===== src/rtl/mux_share_pkg.sv =====
// Shared types and defaults for the two-requester mux-sharing arbiter.
package mux_share_pkg;

  localparam int DEFAULT_DATA_W = 8;

  // Grant state: the encoding is visible on the debug state port.
  typedef enum logic [1:0] {
    IDLE  = 2'b00,
    GNT_A = 2'b01,
    GNT_B = 2'b10
  } state_t;

  // Winner of a fresh arbitration out of IDLE. Ties go to the requester
  // the priority pointer names.
  function automatic state_t pick_grant(input logic a_valid,
                                        input logic b_valid,
                                        input logic prio_b);
    state_t g;
    g = IDLE;
    if (a_valid && b_valid) begin
      g = prio_b ? GNT_B : GNT_A;
    end else if (a_valid) begin
      g = GNT_A;
    end else if (b_valid) begin
      g = GNT_B;
    end
    return g;
  endfunction

endpackage


===== src/rtl/share_mux2.sv =====
// Purely combinational 2:1 mux for one {data, last, valid} beat.
module share_mux2 #(
  parameter int DATA_W = mux_share_pkg::DEFAULT_DATA_W
) (
  input  logic              sel_b,
  input  logic [DATA_W-1:0] a_data,
  input  logic              a_last,
  input  logic              a_valid,
  input  logic [DATA_W-1:0] b_data,
  input  logic              b_last,
  input  logic              b_valid,
  output logic [DATA_W-1:0] data,
  output logic              last,
  output logic              valid
);

  // Select B when sel_b is high, A otherwise.
  always_comb begin
    data  = sel_b ? b_data  : a_data;
    last  = sel_b ? b_last  : a_last;
    valid = sel_b ? b_valid : a_valid;
  end

endmodule


===== src/rtl/mux_share_arbiter.sv =====
// Round-robin arbiter owning a shared 2:1 data mux and its sink.
// Packets are locked to one requester until their last beat.
//
// Handshake: on every side a beat moves in a cycle where valid and ready
// are both high at the rising edge. Valid never depends on ready. Here a
// requester's ready is the sink's out_ready, passed through only while
// that requester holds the grant; the non-granted ready is always 0.
module mux_share_arbiter
  import mux_share_pkg::*;
#(
  parameter int DATA_W = DEFAULT_DATA_W
) (
  input  logic              clk,
  input  logic              resetn,
  input  logic              a_valid,
  input  logic [DATA_W-1:0] a_data,
  input  logic              a_last,
  output logic              a_ready,
  input  logic              b_valid,
  input  logic [DATA_W-1:0] b_data,
  input  logic              b_last,
  output logic              b_ready,
  output logic              out_valid,
  output logic [DATA_W-1:0] out_data,
  output logic              out_last,
  input  logic              out_ready,
  output logic              sel_b,
  output logic              busy,
  output state_t            state,
  output logic              prio_b
);

  state_t state_q;
  state_t state_d;
  logic   prio_q;
  logic   prio_d;
  logic   sel_q;
  logic   busy_q;

  logic              mux_valid;
  logic              mux_last;
  logic [DATA_W-1:0] mux_data;

  // Next grant and priority: hold through non-last beats and stalls,
  // hand off (or drop to IDLE) only on an accepted last beat.
  always_comb begin
    state_d = state_q;
    prio_d  = prio_q;
    case (state_q)
      IDLE: begin
        state_d = pick_grant(a_valid, b_valid, prio_q);
      end
      GNT_A: begin
        if (a_valid && out_ready && a_last) begin
          prio_d  = 1'b1;
          state_d = b_valid ? GNT_B : IDLE;
        end
      end
      GNT_B: begin
        if (b_valid && out_ready && b_last) begin
          prio_d  = 1'b0;
          state_d = a_valid ? GNT_A : IDLE;
        end
      end
      default: begin
        state_d = IDLE;
      end
    endcase
  end

  // State, priority pointer and registered select/busy, with sync reset.
  always_ff @(posedge clk) begin
    if (!resetn) begin
      state_q <= IDLE;
      prio_q  <= 1'b0;
      sel_q   <= 1'b0;
      busy_q  <= 1'b0;
    end else begin
      state_q <= state_d;
      prio_q  <= prio_d;
      sel_q   <= (state_d == GNT_B);
      busy_q  <= (state_d != IDLE);
    end
  end

  share_mux2 #(
    .DATA_W (DATA_W)
  ) u_mux (
    .sel_b   (sel_q),
    .a_data  (a_data),
    .a_last  (a_last),
    .a_valid (a_valid),
    .b_data  (b_data),
    .b_last  (b_last),
    .b_valid (b_valid),
    .data    (mux_data),
    .last    (mux_last),
    .valid   (mux_valid)
  );

  // Present the granted beat; in IDLE the mux sits on A and valid/last
  // are masked so the sink sees nothing.
  always_comb begin
    out_data  = mux_data;
    out_valid = busy_q & mux_valid;
    out_last  = busy_q & mux_last;
    a_ready   = (state_q == GNT_A) & out_ready;
    b_ready   = (state_q == GNT_B) & out_ready;
  end

  assign sel_b  = sel_q;
  assign busy   = busy_q;
  assign state  = state_q;
  assign prio_b = prio_q;

endmodule


===== config.mk =====
export PLATFORM = sky130hd
export DESIGN_NAME = mux_share_arbiter
export DESIGN_NICKNAME = d
export VERILOG_FILES = /design/src/rtl/mux_share_pkg.sv /design/src/rtl/share_mux2.sv /design/src/rtl/mux_share_arbiter.sv
export SDC_FILE = /design/constraint.sdc
export NUM_CORES = 1
export LEC_CHECK = 0
export ABC_CLOCK_PERIOD_IN_PS = 900
export BUFFER_PORTS_ARGS = -buffer_cell sky130_fd_sc_hd__buf_4
export CORE_MARGIN = 2
export CORE_UTILIZATION = 25
export DETAILED_ROUTE_END_ITERATION = 16
export GPL_TIMING_DRIVEN = 0
export SYNTH_ARGS = -nofsm -noshare
export SYNTH_HDL_FRONTEND = slang
export SYNTH_SLANG_ARGS = --single-unit
export TNS_END_PERCENT = 1

===== constraint.sdc =====
create_clock -name clk -period 0.9 [get_ports clk]
set_input_delay 0.18 -clock clk [delete_from_list [all_inputs] [get_ports clk]]
set_output_delay 0.18 -clock clk [all_outputs]
set_load 0.02 [all_outputs]

Word level (Yosys, flattened, before mapping)
Index checks and enable logic that the tools add are counted.
{"block": "word_totals", "ff_bits": 5, "in_bits": 23, "out_inout_bits": 17}
{"block": "op_classes", "eq_ne": 5, "mux": 14, "bitwise_logic": 4, "reduce_logical": 9}
{"operator": "2-to-1 mux 2 bit", "count": 6}
{"operator": "2-to-1 mux 8 bit", "count": 1}
{"operator": "case mux 2 bit (3 select lines)", "count": 1}
{"operator": "logical AND 1 bit", "count": 5}
{"operator": "2-to-1 mux 1 bit", "count": 5}
{"operator": "bitwise AND 1 bit", "count": 4}
{"operator": "equality test 2 bit, second input constant", "count": 2}
{"operator": "inequality test 2 bit, second input constant", "count": 2}
{"operator": "nonzero test 2 bit", "count": 2}
{"operator": "AND reduction 3 bit", "count": 1}
{"operator": "equality test 2 x 1 -> 1 bit, second input constant", "count": 1}
{"operator": "logical NOT 2 bit", "count": 1}
{"operator": "case mux 1 bit (2 select lines)", "count": 1}

Depth between registers and ports, before layout
{"block": "depth", "word_depth": 5, "mapped_depth": 3, "ltp_nobuf": 3}

Modules after synthesis
From an unflattened synthesis, not the netlist that was laid out.
{"block": "unflattened", "hier_cells": 39, "area_unflattened_um2": 410.4}
{"mod": "mux_share_arbiter", "instances": 1, "cells_each": 28, "area_each_um2": 249.0, "seq_area_each_um2": 100.1}
{"mod": "share_mux2", "instances": 1, "cells_each": 11, "area_each_um2": 161.4, "seq_area_each_um2": 0.0}

Worst setup path after synthesis
No wires, ideal clock.
{"block": "synth_timing", "kind": "register -> output", "startpoint": "reg sel_q (netlist: sel_b)", "endpoint": "out out_last", "arrival_time_ns": 1.087, "required_time_ns": 0.720, "path_slack_ns": -0.367, "stages_incl_launch_ff": 4, "n_path_buf": 1, "path_cell_list": "dfxtp_1 buf_2 mux2i_1 nor2b_1"}
{"block": "synth_via", "elab_chain_cells": 2}
{"element": "start: declaration", "line": "mux_share_arbiter.sv:37", "rtl": "logic sel_q;"}
{"element": "start signal: assignment", "line": "mux_share_arbiter.sv:81", "rtl": "sel_q <= (state_d == GNT_B);"}
{"element": "2-to-1 mux 1 bit", "line": "share_mux2.sv:20", "rtl": "last = sel_b ? b_last : a_last;"}
{"element": "bitwise AND 1 bit", "line": "mux_share_arbiter.sv:106", "rtl": "out_last = busy_q & mux_last;"}
{"element": "end: declaration", "line": "mux_share_arbiter.sv:25", "rtl": "output logic out_last,"}
Every way passes these cells.

Worst setup path after layout
{"block": "layout_timing", "startpoint": "reg sel_q (netlist: sel_b)", "endpoint": "out out_data[7]"}
{"block": "layout_via", "elab_chain_cells": 1}
{"element": "2-to-1 mux 8 bit", "line": "share_mux2.sv:19", "rtl": "data = sel_b ? b_data : a_data;"}
{"element": "end: declaration", "line": "mux_share_arbiter.sv:24", "rtl": "output logic [DATA_W-1:0] out_data,"}
Every way passes these cells.

==> reports/summary.txt <==
critical path's slowest cell - dfxtp_4
routed wire length - 1265 um
die height - 42.43 um
first-pass GRT wire length - 2118 um
Via Count - 494
status - finished with violations
placed cell areas - 730.7 um^2
Clock Latency Late Sink - 0.24 ns
Synth top area share - 27.12%
Nets - 107
Initial DRC Count - 6
CTS Sinks - 5
H-Tree Level Count - 1
CP Data Arrival Time - 1.17 ns
unrepaired setup endpoints after global routing - true
Worst Hold Class - in2reg
fin cells - 98
Core ar. - 1334 um^2
FF+latch count, synth - 5
Net Count, Synth - 62
Cell Pwr Density - 1376 nW/um^2
antenna viol nets, final - 0
cts hold-fix bufs - 0
top cells by area, synth - dfxtp_1 (27%), mux2_2 (24%), nor2b_1 (6.8%), mux2i_1 (5.4%), nand4b_1 (4.7%)
max frequency - 0.7426 GHz
Initial Utilization - 27.67%
library cell with the largest summed area after synthesis - dfxtp_1
largest net degree at the start of global routing - 9
design area - 883.3 um^2
Post-DP HPWL - 928.5 um
deepest clock path buffer count - 2
Post-Syn Area - 369.1 um^2
GPL Wtd Cong - 0.7254
crit path buf inv count - 2
die area - 1800 um^2
DIE WIDTH - 42.43 um
Antenna Cells - 0
setup ws final - -0.4467 ns
Num CTS Buffers - 3
GRT Total Usage - 15.33%
VDD IR-drop max - 0.8254 mV
max_slew headroom - 85.41%
Gate Count Post-Synth - 39
post-layout min period - 1.347 ns
Crit Path Max Fanout - 5
CP startpoint kind - flip-flop
Worst path max stage delay - 0.38 ns
Mean Syn Cell Area - 9.464 um^2
# IOs - 40
layout filler cell count - 118
WP data required - 0.72 ns
final core utilization - 66.23%
I/O Buffers - 39
vias in the first global route - 472
Seq/Total Area, Yosys - 27.12%
# placed instances - 93
Yosys Warn Count - 0
dpl ws - -0.2295 ns
Vias/cell - 5.041
Final Max Slew Viols - 0
gr ovfl total - 0
crit-path cells - buf_12, mux2_4, buf_6
clk slew on worst S/H paths - 0.04 ns
WL per Instance - 12.91 um
initial antenna violation count - 0
clk root buf - clkbuf_4
Hold Fails Final Rpt - 0
layout cells sized above 1 - 77.11%
MaxCap Viol Count - 0
Distinct cells, synth - 19
total leakage power - 0.4235 nW
Total Power - 0.001215 W
Crit Path Class - reg2out
# rows - 13
Crit. End Element - output port
drt drc - 0
area grow syn2layout - 139.3%
most common cell after layout, fill and taps aside - buf_4
worst-margin pin slew - 0.2188 ns
CTS tree - yes
First-pass DRT Iterations - 4
final period utilization - 149.6%
violated checks - negative setup slack
most frequent cells in the layout - buf_4 (23), buf_6 (16), mux2_4 (8), dfxtp_4 (4)
Crit path max-delay family - flip-flops
Layout Skew - 0.005970 ns
final setup fails - 19
[worst paths after layout]
kind                               start           to  slack, ns  depth (start not counted)
worst max-delay path               sel_b  out_data[7]      -0.45                          3
worst max register to register  state[0]         busy      -0.05                          3
worst min-delay path              resetn     state[0]       0.28                          3
worst min register to register    prio_b       prio_b       0.55                          1
[tightest hold or removal path: cells and delay by family]
kind	cells	cell delay, ns
simple gates	2	0.16
buf+inv	1	0.13
[where the power goes]
part	total [W]	internal, W	switching [W]
combinational	0.000653	0.000397	0.000256
sequential	0.000306	0.000256	0.0000503
clock	0.000255	0.000167	0.0000881
total	0.00122	0.000820	0.000395
[timing repair]
| action | in CTS | in global routing |
|---|---|---|
| cloned | 1 | 0 |
| endpoints found under the setup margin | 22 | 22 |
| resized for setup | 24 | 6 |
| pin swaps | 0 | 2 |
| setup buffers | 0 | 0 |
[cells in the mapped netlist (all sizes together)]
cell,instances
a211o,1
a221oi,1
a41oi,1
and2,1
and3b,1
buf,1
dfxtp,5
mux2,8
mux2i,2
nand2,2
nand2b,1
nand3,3
nand3b,2
nand4b,2
nor2,1
nor2b,4
nor3b,1
o21a,1
o21ai,1
[registers in the layout, indices dropped and copies added, names as in the netlist]
| signal | cells |
|---|---|
| state | 2 |
| busy | 1 |
| sel_b | 1 |
| prio_b | 1 |
[logic make-up (layout without fill, tap and decap cells)]
group                  Yosys count  after routing  synth area share, %
AND/OR/NAND/NOR                 18             18                31.19
multiplexers                    10             10                29.83
AO/OA/AOI/OAI                    5              5                10.51
flip-flops                       5              5                27.12
buffers and inverters            1             45                1.355
[cell type report]
class	count	area, um^2	share of cell area, %
buffer	1	20.02	2.266
timing repair buffer	40	380.4	43.06
sequential	5	116.4	13.17
multi-input combinational	33	321.6	36.40
tap	15	18.77	2.125
clock buffer	4	26.28	2.975
[through the flow]
| step | hold WS, ns | setup TNS (ns) |
|---|---|---|
| finish | 0.2825 | -5.127 |
| global route | 0.2829 | -5.997 |
| CTS | 0.2701 | -5.367 |
| detailed placement | 0.5178 | -2.775 |
| global placement | 0.5115 | -2.837 |
| floorplan | 0.3527 | -2.037 |
[routing by layer]
metal	up-vias	share of wire (%)	track usage, %
met5	-	0	0
met4	0	0	5.625
met3	0	14	6.466
met2	34	46	24.62
met1	222	40	18.04
li1	238	-	-
(Power assumes the default switching activity.)
